--- src/rtl/lcb_frame_collector.sv ---
// rtl/lcb_frame_collector.sv - collects a fixed-length UART reply frame into RAM and checks its checksum
// Each byte is written one cycle after its strob; the last byte is the mod-256 sum of the others.
module lcb_frame_collector #(
   parameter int unsigned BYTES   = 5'd20,
   parameter logic [15:0] RESP_TO = 16'd4000,
   parameter logic [15:0] GAP_TO  = 16'd400
) (
   input  logic       clk,
   input  logic       rst,
   input  logic       arm,
   input  logic       strob,
   input  logic [7:0] iData,
   output logic       WE,
   output logic [4:0] wrAdr,
   output logic [7:0] oData,
   output logic       done,
   output logic       err,
   output logic [1:0] errCode,
   output logic [5:0] count,
   output logic       busy
);
   typedef enum logic [1:0] {IDLE, WAIT_FIRST, RECV, CHECK} state_t;

   localparam logic [5:0]  NBYTES   = 6'(BYTES);
   // The arm/strob cycle itself counts as the first waited cycle, so err lands
   // exactly RESP_TO (or GAP_TO) cycles after the event that started the wait.
   localparam logic [15:0] RESP_LIM = RESP_TO - 16'd1;
   localparam logic [15:0] GAP_LIM  = GAP_TO - 16'd1;

   state_t      state_q, state_d;
   logic [15:0] timer_q, timer_d, timer_inc;
   logic [5:0]  cnt_q, cnt_d;
   logic [7:0]  sum_q, sum_d;
   logic        we_q, we_d;
   logic [4:0]  adr_q, adr_d;
   logic [7:0]  dat_q, dat_d;
   logic        done_q, done_d;
   logic        err_q, err_d;
   logic [1:0]  code_q, code_d;
   logic [5:0]  count_q, count_d;

   always_comb begin
      timer_inc = (timer_q == 16'hFFFF) ? timer_q : timer_q + 16'd1;
      state_d   = state_q;
      timer_d   = timer_q;
      cnt_d     = cnt_q;
      sum_d     = sum_q;
      we_d      = 1'b0;
      adr_d     = adr_q;
      dat_d     = dat_q;
      done_d    = 1'b0;
      err_d     = 1'b0;
      code_d    = code_q;
      count_d   = count_q;

      if (arm) begin
         state_d = WAIT_FIRST;
         timer_d = 16'd0;
         cnt_d   = 6'd0;
         sum_d   = 8'd0;
         code_d  = 2'b00;
         count_d = 6'd0;
      end else begin
         case (state_q)
            IDLE: ;
            WAIT_FIRST, RECV: begin
               if (strob) begin
                  we_d    = 1'b1;
                  adr_d   = cnt_q[4:0];
                  dat_d   = iData;
                  cnt_d   = cnt_q + 6'd1;
                  timer_d = 16'd0;
                  if (cnt_q != NBYTES - 6'd1)
                     sum_d = sum_q + iData;
                  state_d = (cnt_d == NBYTES) ? CHECK : RECV;
               end else begin
                  timer_d = timer_inc;
                  if (timer_inc >= ((state_q == WAIT_FIRST) ? RESP_LIM : GAP_LIM)) begin
                     err_d   = 1'b1;
                     code_d  = (state_q == WAIT_FIRST) ? 2'b01 : 2'b10;
                     count_d = cnt_q;
                     state_d = IDLE;
                  end
               end
            end
            CHECK: begin
               // dat_q still holds the final byte, which never entered sum_q
               count_d = NBYTES;
               state_d = IDLE;
               if (dat_q == sum_q) begin
                  done_d = 1'b1;
               end else begin
                  err_d  = 1'b1;
                  code_d = 2'b11;
               end
            end
            default: state_d = IDLE;
         endcase
      end
   end

   always_ff @(posedge clk or posedge rst) begin
      if (rst) begin
         state_q <= IDLE;
         timer_q <= 16'd0;
         cnt_q   <= 6'd0;
         sum_q   <= 8'd0;
         we_q    <= 1'b0;
         adr_q   <= 5'd0;
         dat_q   <= 8'd0;
         done_q  <= 1'b0;
         err_q   <= 1'b0;
         code_q  <= 2'b00;
         count_q <= 6'd0;
      end else begin
         state_q <= state_d;
         timer_q <= timer_d;
         cnt_q   <= cnt_d;
         sum_q   <= sum_d;
         we_q    <= we_d;
         adr_q   <= adr_d;
         dat_q   <= dat_d;
         done_q  <= done_d;
         err_q   <= err_d;
         code_q  <= code_d;
         count_q <= count_d;
      end
   end

   assign WE      = we_q;
   assign wrAdr   = adr_q;
   assign oData   = dat_q;
   assign done    = done_q;
   assign err     = err_q;
   assign errCode = code_q;
   assign count   = count_q;
   assign busy    = (state_q != IDLE);

endmodule
--- config.mk ---
export PLATFORM = sky130hd
export DESIGN_NAME = lcb_frame_collector
export DESIGN_NICKNAME = d
export VERILOG_FILES = /design/src/rtl/lcb_frame_collector.sv
export SDC_FILE = /design/constraint.sdc
export NUM_CORES = 1
export LEC_CHECK = 0
export CAP_MARGIN = 20
export CORE_ASPECT_RATIO = 1.5
export CORE_UTILIZATION = 24
export DETAILED_ROUTE_END_ITERATION = 7
export PLACE_DENSITY = 0.42
export SETUP_SLACK_MARGIN = 0.3
export SYNTH_ARGS = -nofsm -noshare
export SYNTH_HDL_FRONTEND = slang
export SYNTH_SLANG_ARGS = --single-unit
--- constraint.sdc ---
create_clock -name clk -period 8.2 [get_ports clk]
set_input_delay 1.64 -clock clk [delete_from_list [all_inputs] [get_ports clk]]
set_output_delay 1.64 -clock clk [all_outputs]
set_load 0.02 [all_outputs]
==> reports/qor.yml, run 1 <==
grt_usage_pct: 12.5
syn_nets: 409
cts_tree: "built"
cts-resized-gates: 0
synth_cell_type_count: 57
drt_iter0_drc: 151
utilization_pct: 29.2
tightestPinTransition_ns: 0.908
overflow: 0
syn_avg_cell_area_um2: 9.26
leakagePower_nw: 1.83
grt_pass1_wl_mm: 14.7
grt_max_degree: 57
syn_inst: 378
rows: 53
synth_seq_area_share_pct: 40.0
ant_nets: 0
clock_latency_ns: 0.30
synth_edf_count: 0
hold_viol_final: 0
slew_headroom_pct: 39.3
die_x_um: 101
fin_tns_setup_ns: 0
path_clk_slew_ns: 0.08
core_area_um2: 14100
final_common_cell: "nand2_1"
syn_to_final_growth_pct: 18.0
wl_per_cell_um: 14.7
start_util_pct: 24.8
outcome: "completed"
cp_num_buf_inv: 2
ys_async_sr_fraction_pct: 100
root_buffer: "clkbuf_16"
finalCritPeriodShare_pct: 49.4
dieArea_um2: 15100
vdd_ir_drop_max_mv: 0.0986
synth_area_leaders: "dfrtp_1, nand2_1, ha_1"
criticalPathCategory: "in -> reg"
dp_hpwl_mm: 6.37
skew_ns: 0.00679
synth-seq-cells: 56
clock.fmax_mhz: 247
port_buffers: 36
antenna_cells: 0
cpLargestDelayFamily: "buffers and inverters"
cts.sinks: 56
worst_slack_ns: 4.15
cp_max_fo: 31
synth_top_area_share_pct: 40.0
syn_area_um2: 3500
drv_cap: 0
yosys_warnings: 0
vias: 2759
slowest_stage: "clkdlybuf4s50_1"
hold_buffers: 0
cp.required_ns: 8.42
setup_viol: 0
power_density_nw_per_um2: 273
cp_slowest_stage_delay_ns: 0.88
yosys_most_used_dff: "dfrtp_1"
cts_setup_buffers: 0
die_h_um: 150
antenna_found_initial: 0
synth_top_cell_by_area: "dfrtp_1"
start_kind: "primary input"
crit_chain: "clkdlybuf4s50_1, nand2b_1, inv_1, and2_1, nand2_1, o211ai_1"
pre_cts_slack_ns: 3.77
pin_count: 37
routed_wl_mm: 8.75
drive_gt1_share_pct: 7.94
drc: 0
min_path_type: "reg -> reg"
grt_pass1_vias: 2855
cts_buffers: 5
cts_buffer_depth: 2
grt_setup_unrepaired: "no"
drv_slew: 0
vias_per_cell: 4.64
period_minus_slack_ns: 4.05
nets: 433
worst_ep_arrival_time_ns: 4.27
ctsHtreeMaxLevel: 2
firstDrtPassIters: 4
power.total_mw: 1.13
final_cell_mix: "nand2_1, dfrtp_1, clkdlybuf4s50_1"
crit_path_end_kind: "flip-flop"
gp_congestion: 0.733
==> synthesized netlist by cell type, types with 3 or more instances <==
cell type / number
inv_1: 11
and2_1: 4
nor2_1: 22
and3_1: 4
a21oi_1: 21
buf_4: 3
xnor2_1: 8
nand4_1: 9
or3b_2: 4
xor2_1: 14
nand2b_1: 13
clkbuf_1: 12
nor3_1: 6
mux2i_1: 7
a22o_1: 14
or2_2: 3
dfrtp_1: 56
and4_2: 3
nand2_1: 69
ha_1: 18
nand3_1: 10
a21o_1: 3
o21ai_0: 18
==> power by group <==
group | internal [mW] | switching (mW) | total (mW) | leakage (nW)
registers | 0.333 | 0.0624 | 0.396 | 0.761
logic | 0.219 | 0.291 | 0.509 | 1.00
clock network | 0.115 | 0.108 | 0.223 | 0.0681
==> path summary, 6_finish.rpt <==
kind	startpoint	to	slack (ns)	cells after the start
max in group asynchronous	rst	err	5.83	3
worst min register to register	wrAdr[0]	wrAdr[0]	0.48	2
worst max-delay path	arm	sum_q[7]	4.15	6
min in group asynchronous	rst	timer_q[0]	1.87	3
worst min-delay path	wrAdr[0]	wrAdr[0]	0.48	2
worst max register to register	timer_q[0]	errCode[1]	4.53	13
==> sequential cells by signal, indices dropped and copies added (netlist names) <==
signal   flops
WE           1
cnt_q        6
count        6
done         1
err          1
errCode      2
oData        8
state_q      2
sum_q        8
timer_q     16
wrAdr        5
==> kinds of logic after synthesis <==
group | Yosys count | share of synthesized area, %
multiplexers | 8 | 2.43
XOR/XNOR | 22 | 5.50
flip-flops | 56 | 40.0
adder cells (fa/ha/maj) | 19 | 7.01
buffers and inverters | 32 | 4.79
AND/OR/NAND/NOR | 163 | 23.4
AO/OA/AOI/OAI | 78 | 16.8
==> layer usage <==
layer,routed length [um],global-route usage [%],part of all wire (%),up-vias
met5,0,0,0,-
met4,127,3.77,1.5,0
li1,-,-,-,1370
met1,3720,14.5,42,1337
met3,300,2.43,3.4,7
met2,4600,22.8,53,45
==> layout make-up <==
cell class	instances	area, um2
Fill cell	1517	9990
Inverter	11	41.3
Clock buffer	7	133
Multi-Input combinational cell	290	1930
Sequential cell	56	1400
Tap cell	192	240
Timing Repair Buffer	38	375
Clock inverter	1	8.76
==> through the flow <==
step	hold WS (ns)	cell area [um2]	std cells
2_1_floorplan	0.519	3500	378
3_3_place_gp	0.470	3990	587
3_5_place_dp	0.470	3990	587
4_1_cts	0.488	4130	595
5_1_grt	0.506	4130	595
6_report	0.483	4130	595
==> tightest hold or removal path: cells and delay by family, from the launching register on <==
family,cells,cell delay (ns)
simple gates,2,0.11
flops,1,0.35
(Power assumes the default switching activity.)
==> run 2, diff against run 1 <==
--- a/config.mk
+++ b/config.mk
@@ -9,7 +9,7 @@
 export CORE_ASPECT_RATIO = 1.5
 export CORE_UTILIZATION = 24
 export DETAILED_ROUTE_END_ITERATION = 7
-export PLACE_DENSITY = 0.42
+export PLACE_DENSITY = 0.44
 export SETUP_SLACK_MARGIN = 0.3
 export SYNTH_ARGS = -nofsm -noshare
 export SYNTH_HDL_FRONTEND = slang
==> constraint.sdc (replaced) <==
create_clock -name clk -period 3.3 [get_ports clk]
set_input_delay 0.66 -clock clk [delete_from_list [all_inputs] [get_ports clk]]
set_output_delay 0.66 -clock clk [all_outputs]
set_load 0.02 [all_outputs]
==> run 2 against run 1 <==
Net effect:
- setup slack got worse by 4.0 ns
- combinational power rose to 2.7 times the previous value
- clock power rose to 2.8 times the previous value
- sequential cell count unchanged
- critical endpoint is now errCode[1]
==> reports/qor.yml, run 2 (synthesis results as in run 1) <==
syn_to_final_growth_pct: 26.5
cts_buffers: 5  # unchanged
port_buffers: 36  # unchanged
cts_tree: "built"
crit_top_cell: "a211oi_4"
drt_iter0_drc: 113  # -25%
skew_ns: 0.00988  # +0.00309 ns
ctsHtreeMaxLevel: 2  # unchanged
fin_tns_setup_ns: 0  # unchanged
overflow: 0  # unchanged
grt_max_degree: 23  # -60%
cp.required_ns: 3.49  # -4.93 ns
cp_slowest_stage_delay_ns: 0.44  # -0.44 ns
grt_pass1_wl_mm: 15.9  # +8.2%
cp_max_fo: 5  # -84%
drc: 0  # unchanged
dpl.cell_count: 601  # +2.4%
critical_path_depth: 13  # +7
grt_setup_unrepaired: "yes"
die_h_um: 150  # unchanged
drive_gt1_share_pct: 17.1  # +9.1 points
cp_num_buf_inv: 0  # -2
clock_latency_ns: 0.30  # about the same
drv_slew: 0  # unchanged
vias_per_cell: 4.68  # +0.94%
hold_buffers: 0  # unchanged
grt_pass1_vias: 3064  # +7.3%
die_x_um: 101  # unchanged
setup_viol: 0  # unchanged
final_common_cell: "nand2_1"
criticalPathCategory: "reg -> reg"
core_area_um2: 14100  # unchanged
startpoint: "timer_q[0]"
slew_headroom_pct: 55.8  # +17 points
path_clk_slew_ns: 0.08  # about the same
leakagePower_nw: 1.98  # +7.9%
finalCritPeriodShare_pct: 94.5
r2r_slack_ns: 0.18  # -4.35 ns
regMostFlops: "timer_q"
gp_congestion: 0.778  # +6.1%
crit_chain: "ha_4, and3_4, nand3_2, and4_4, nand3_4, xnor2_2, ha_1, nand3_1, or3_4, a2111oi_4, a211oi_4, a211oi_4, mux2_4"
start_util_pct: 24.8  # unchanged
min_path_type: "reg -> reg"
nets: 458  # +5.8%
hold_viol_final: 0  # unchanged
cpLargestDelayFamily: "simple AND/OR/NAND/NOR gates"
regToRegEndpoint: "errCode[1]"
n_fill_cell: 1487  # -2.0%
routed_wl_mm: 9.36  # +7.0%
wl_per_cell_um: 15.1  # +2.7%
antenna_cells: 0  # unchanged
outcome: "completed"
firstDrtPassIters: 4  # unchanged
crit_end: "errCode[1]"
power_density_nw_per_um2: 670  # +150%
root_buffer: "clkbuf_16"
period_minus_slack_ns: 3.12
pin_count: 37  # unchanged
dieArea_um2: 15100  # unchanged
worst_ep_arrival_time_ns: 3.30  # -0.97 ns
final_cell_mix: "nand2_1, dfrtp_1, clkdlybuf4s50_1"
hold_ws_ns: 0.486  # +0.00332 ns
start_kind: "flip-flop"
vdd_ir_drop_max_mv: 0.300  # +200%
reg2regPathDepth: 13  # unchanged
vias: 2902  # +5.2%
stdcell_count: 620  # +4.2%
reg2reg_from: "timer_q[0]"
cts.sinks: 56  # unchanged
clock.fmax_mhz: 321
antenna_found_initial: 0  # unchanged
crit_path_end_kind: "flip-flop"
largest_register_ffs: 16  # unchanged
ant_nets: 0  # unchanged
rows: 53  # unchanged
power.total_mw: 2.97  # +160%
grt_usage_pct: 13.5  # +1.0 points
slowest_stage: "dfrtp_2"
drv_cap: 0  # unchanged
tightestPinTransition_ns: 0.656  # -0.252 ns
dp_hpwl_mm: 7.02  # +10%
cts_buffer_depth: 2  # unchanged
-- run 2: how the worst min path moves through the flow --
stage          startpoint  endpoint  slack (ns)  depth (start not counted)
2_1_floorplan    sum_q[3]  sum_q[3]        0.52                          1
3_3_place_gp     wrAdr[3]  wrAdr[3]        0.47                          2
3_5_place_dp     wrAdr[4]  wrAdr[4]        0.47                          2
4_1_cts          wrAdr[1]  wrAdr[1]        0.49                          2
5_1_grt          wrAdr[4]  wrAdr[4]        0.51                          2
6_report         wrAdr[3]  wrAdr[3]        0.49                          2
-- run 2: routing by layer --
metal | wire length [um] | GRT usage, % | vias to the layer above
met3 | 290 | 2.24 | 6
li1 | - | - | 1422
met2 | 5150 | 25.7 | 49
met1 | 3830 | 15.4 | 1425
met4 | 97 | 3.26 | 0
met5 | 0 | 0 | -
-- run 2: power by group --
part / switching, mW / internal [mW]
logic: 0.767 / 0.599
clock network: 0.264 / 0.359
registers: 0.151 / 0.829
-- run 2: through the flow --
step                      cell area (um2)  worst slack [ns]  utilization, %
after floorplan                      3540             0.115               -
after global placement               4130            0.0966            29.2
after detailed placement             4130            0.0301            29.2
after CTS                            4390             0.158            31.1
after global routing                 4430            0.0535            31.3
final                                4430             0.182            31.3
-- run 2: repair_timing --
action,4_1_cts,5_1_grt
resized for setup,6,7
gates cloned,0,0
pin swaps,6,1
setup buffers,10,1
endpoints found under the setup margin,11,11
-- run 2: worst reg2reg max path: stages, from the launching register on --
cell and delay (ns):
dfrtp_2 0.44, ha_4 0.17, and3_4 0.19, nand3_2 0.07, and4_4 0.22, nand3_4 0.07
xnor2_2 0.15, ha_1 0.30, nand3_1 0.06, or3_4 0.35, a2111oi_4 0.26, a211oi_4 0.12
a211oi_4 0.29, mux2_4 0.32
-- run 2: area by class of cell --
| class | instances | area (um2) | area share [%] |
|---|---|---|---|
| well taps | 192 | 240 | 5.43 |
| multi-input cells | 290 | 2010 | 45.4 |
| inverters | 11 | 41.3 | 0.932 |
| clock buffers | 6 | 129 | 2.91 |
| clock inverters | 2 | 35.0 | 0.791 |
| repair buffers | 63 | 563 | 12.7 |
| flip-flops and latches | 56 | 1410 | 31.8 |
==> run 3, diff against run 2 <==
--- a/config.mk
+++ b/config.mk
@@ -6,10 +6,12 @@
 export NUM_CORES = 1
 export LEC_CHECK = 0
 export CAP_MARGIN = 20
+export CELL_PAD_IN_SITES_DETAIL_PLACEMENT = 2
+export CELL_PAD_IN_SITES_GLOBAL_PLACEMENT = 2
 export CORE_ASPECT_RATIO = 1.5
 export CORE_UTILIZATION = 24
 export DETAILED_ROUTE_END_ITERATION = 7
-export PLACE_DENSITY = 0.44
+export PLACE_DENSITY = 0.62
 export SETUP_SLACK_MARGIN = 0.3
 export SYNTH_ARGS = -nofsm -noshare
 export SYNTH_HDL_FRONTEND = slang
==> run 3 against run 2 <==
Net effect:
- die area unchanged
- via count up 4.2%
- non-clock buffer count is 12 higher
- first-iteration DRC count shrank 44%
- critical endpoint is now count[3]
- final area increased by 2.6%
- clock power shrank 7.7%
- total power grew 0.61%
- maximum frequency up 0.57%
- sequential cell count stayed put
- global-route usage is 2.1 points higher
- wire length increased by 20%
- cell count grew 1.9%
==> reports/qor.yml, run 3 (synthesis results as in run 1) <==
outcome: "completed"
dpl.cell_count: 604  # +0.50%
syn_to_final_growth_pct: 29.7
largest_register_ffs: 16  # unchanged
clock_latency_ns: 0.30  # about the same
placed_area_um2: 4150  # +0.55%
nets: 470  # +2.6%
drc: 0  # unchanged
pwr-share-comb_pct: 48.1  # +2.1 points
hold_buffers: 0  # unchanged
grt_max_degree: 24  # +4.3%
start_util_pct: 24.8  # unchanged
dp_hpwl_mm: 8.26  # +18%
drv_slew: 0  # unchanged
die_x_um: 101  # unchanged
port_buffers: 36  # unchanged
cpLargestDelayFamily: "simple AND/OR/NAND/NOR gates"
hold_viol_final: 0  # unchanged
start_kind: "flip-flop"
cts_buffers: 5  # unchanged
vdd_ir_drop_max_mv: 0.236  # -21%
cts_tree: "built"
cts_buffer_depth: 2  # unchanged
gp_congestion: 0.769  # -1.1%
worst_slack_ns: 0.200  # +0.0178 ns
cp_max_fo: 6  # +1
clkPwrFrac_pct: 19.2  # -1.8 points
grt_setup_unrepaired: "yes"
slowest_stage: "dfrtp_1"
switching_share_pct: 41.5  # +1.7 points
min_path_type: "reg -> reg"
startpoint: "timer_q[1]"
pre_cts_slack_ns: -0.0412  # -0.0713 ns
crit_chain: "and4_1, and2_4, and4_4, nand3_4, xnor2_4, ha_4, nand3_2, or3_4, a2111oi_4, a211oi_4, buf_6, a21oi_4, mux2i_1"
drt_iter0_drc: 63  # -44%
skew_ns: 0.0103  # +0.000453 ns
regToRegEndpoint: "count[3]"
firstDrtPassIters: 4  # unchanged
drv_cap: 0  # unchanged
reg2reg_from: "timer_q[1]"
p_int_mw: 1.75  # -2.2%
pwr-share-seq_pct: 32.7  # -0.3 points
tightestPinTransition_ns: 0.658  # +0.00187 ns
crit_end: "count[3]"
p_switching_mw: 1.24  # +4.9%
cp.required_ns: 3.52  # +0.03 ns
root_buffer: "clkbuf_16"
slew_headroom_pct: 55.7  # -0.13 points
stdcell_count: 632  # +1.9%
cts.sinks: 56  # unchanged
period_minus_slack_ns: 3.10  # -0.0178 ns
antenna_cells: 0  # unchanged
pin_count: 37  # unchanged
drive_gt1_share_pct: 19.3  # +2.3 points
grt_pass1_wl_mm: 18.1  # +14%
clock.fmax_mhz: 323  # +0.57%
grt_pass1_vias: 3444  # +12%
wl_per_cell_um: 17.8  # +18%
vias_per_cell: 4.78  # +2.2%
vias: 3024  # +4.2%
reg2regPathDepth: 13  # unchanged
cp_slowest_stage_delay_ns: 0.40  # -0.04 ns
setup_viol: 0  # unchanged
critical_path_depth: 13  # unchanged
core_area_um2: 14100  # unchanged
r2r_slack_ns: 0.20  # +0.02 ns
path_clk_slew_ns: 0.07  # about the same
rows: 53  # unchanged
final_cell_mix: "nand2_1, dfrtp_1, buf_4"
criticalPathCategory: "reg -> reg"
routed_wl_mm: 11.2  # +20%
grt_usage_pct: 15.6  # +2.1 points
die_h_um: 150  # unchanged
leakagePower_nw: 2.03  # +2.8%
ctsHtreeMaxLevel: 2  # unchanged
cp_num_buf_inv: 1  # +1
final_common_cell: "nand2_1"
worst_ep_arrival_time_ns: 3.32  # +0.02 ns
regMostFlops: "timer_q"
finalCritPeriodShare_pct: 93.9  # -0.54 points
overflow: 0  # unchanged
final_area_um2: 4540  # +2.6%
ant_nets: 0  # unchanged
antenna_found_initial: 0  # unchanged
crit_path_end_kind: "flip-flop"
power_density_nw_per_um2: 657  # -1.9%
power.total_mw: 2.99  # +0.61%
dieArea_um2: 15100  # unchanged
## run 3: cell types whose count changed in the layout (fill, tap and decap cells not counted), moves of 2 or more
cell     before  now
o32ai_1       0    2
o32ai_2       2    0
buf_4        27   37
buf_6         0    2
## run 3: what timing repair did
item                                    4_1_cts  5_1_grt
gates cloned                                  0        0
pin swaps                                     7        3
buffers inserted                             15        5
endpoints found under the setup margin       11       11
resized for setup                             4       16
## run 3: how the worst min path moves through the flow
| stage | from | endpoint | slack (ns) | cells after the start |
|---|---|---|---|---|
| floorplan | sum_q[3] | sum_q[3] | 0.52 | 1 |
| CTS | wrAdr[1] | wrAdr[1] | 0.50 | 2 |
| detailed placement | wrAdr[2] | wrAdr[2] | 0.47 | 2 |
| global placement | wrAdr[1] | wrAdr[1] | 0.47 | 2 |
| finish | wrAdr[1] | wrAdr[1] | 0.49 | 2 |
| global route | wrAdr[1] | wrAdr[1] | 0.53 | 2 |
## run 3: tightest hold or removal path, stage by stage, from the launching register on
cell and delay (ns):
dfrtp_1 0.35, nand2_1 0.05, nand2_1 0.06
## run 3: layout make-up
class                      count  area (um2)
sequential                    56        1410
tap                          192         240
clock buffer                   8         146
timing repair buffer          75         661
inverter                      11        41.3
fill                        1582        9580
multi-input combinational    290        2050
## run 3: per-layer routing
layer / vias up / GRT usage (%) / share of wire (%)
met3: 8 / 2.66 / 2.4
met1: 1547 / 16.8 / 40
met4: 0 / 3.62 / 1.2
met2: 35 / 30.9 / 56
li1: 1434 / - / -
met5: - / 0 / 0
## run 3: power groups by stage
stage	sequential (mW)	combinational (mW)	clock [mW]
floorplan	1.06	0.835	0
global placement	0.995	1.32	0
detailed placement	0.998	1.38	0
CTS	0.983	1.43	0.597
global route	1.00	1.59	0.616
finish	0.976	1.43	0.574
## run 3: metrics by stage
| stage | setup TNS, ns | util [%] | hold WS, ns |
|---|---|---|---|
| detailed placement | -0.132 | 29.4 | 0.470 |
| finish | 0 | 32.2 | 0.493 |
| global route | 0 | 32.2 | 0.533 |
| CTS | 0 | 31.4 | 0.501 |
| global placement | 0 | 29.4 | 0.469 |
| floorplan | 0 | - | 0.520 |
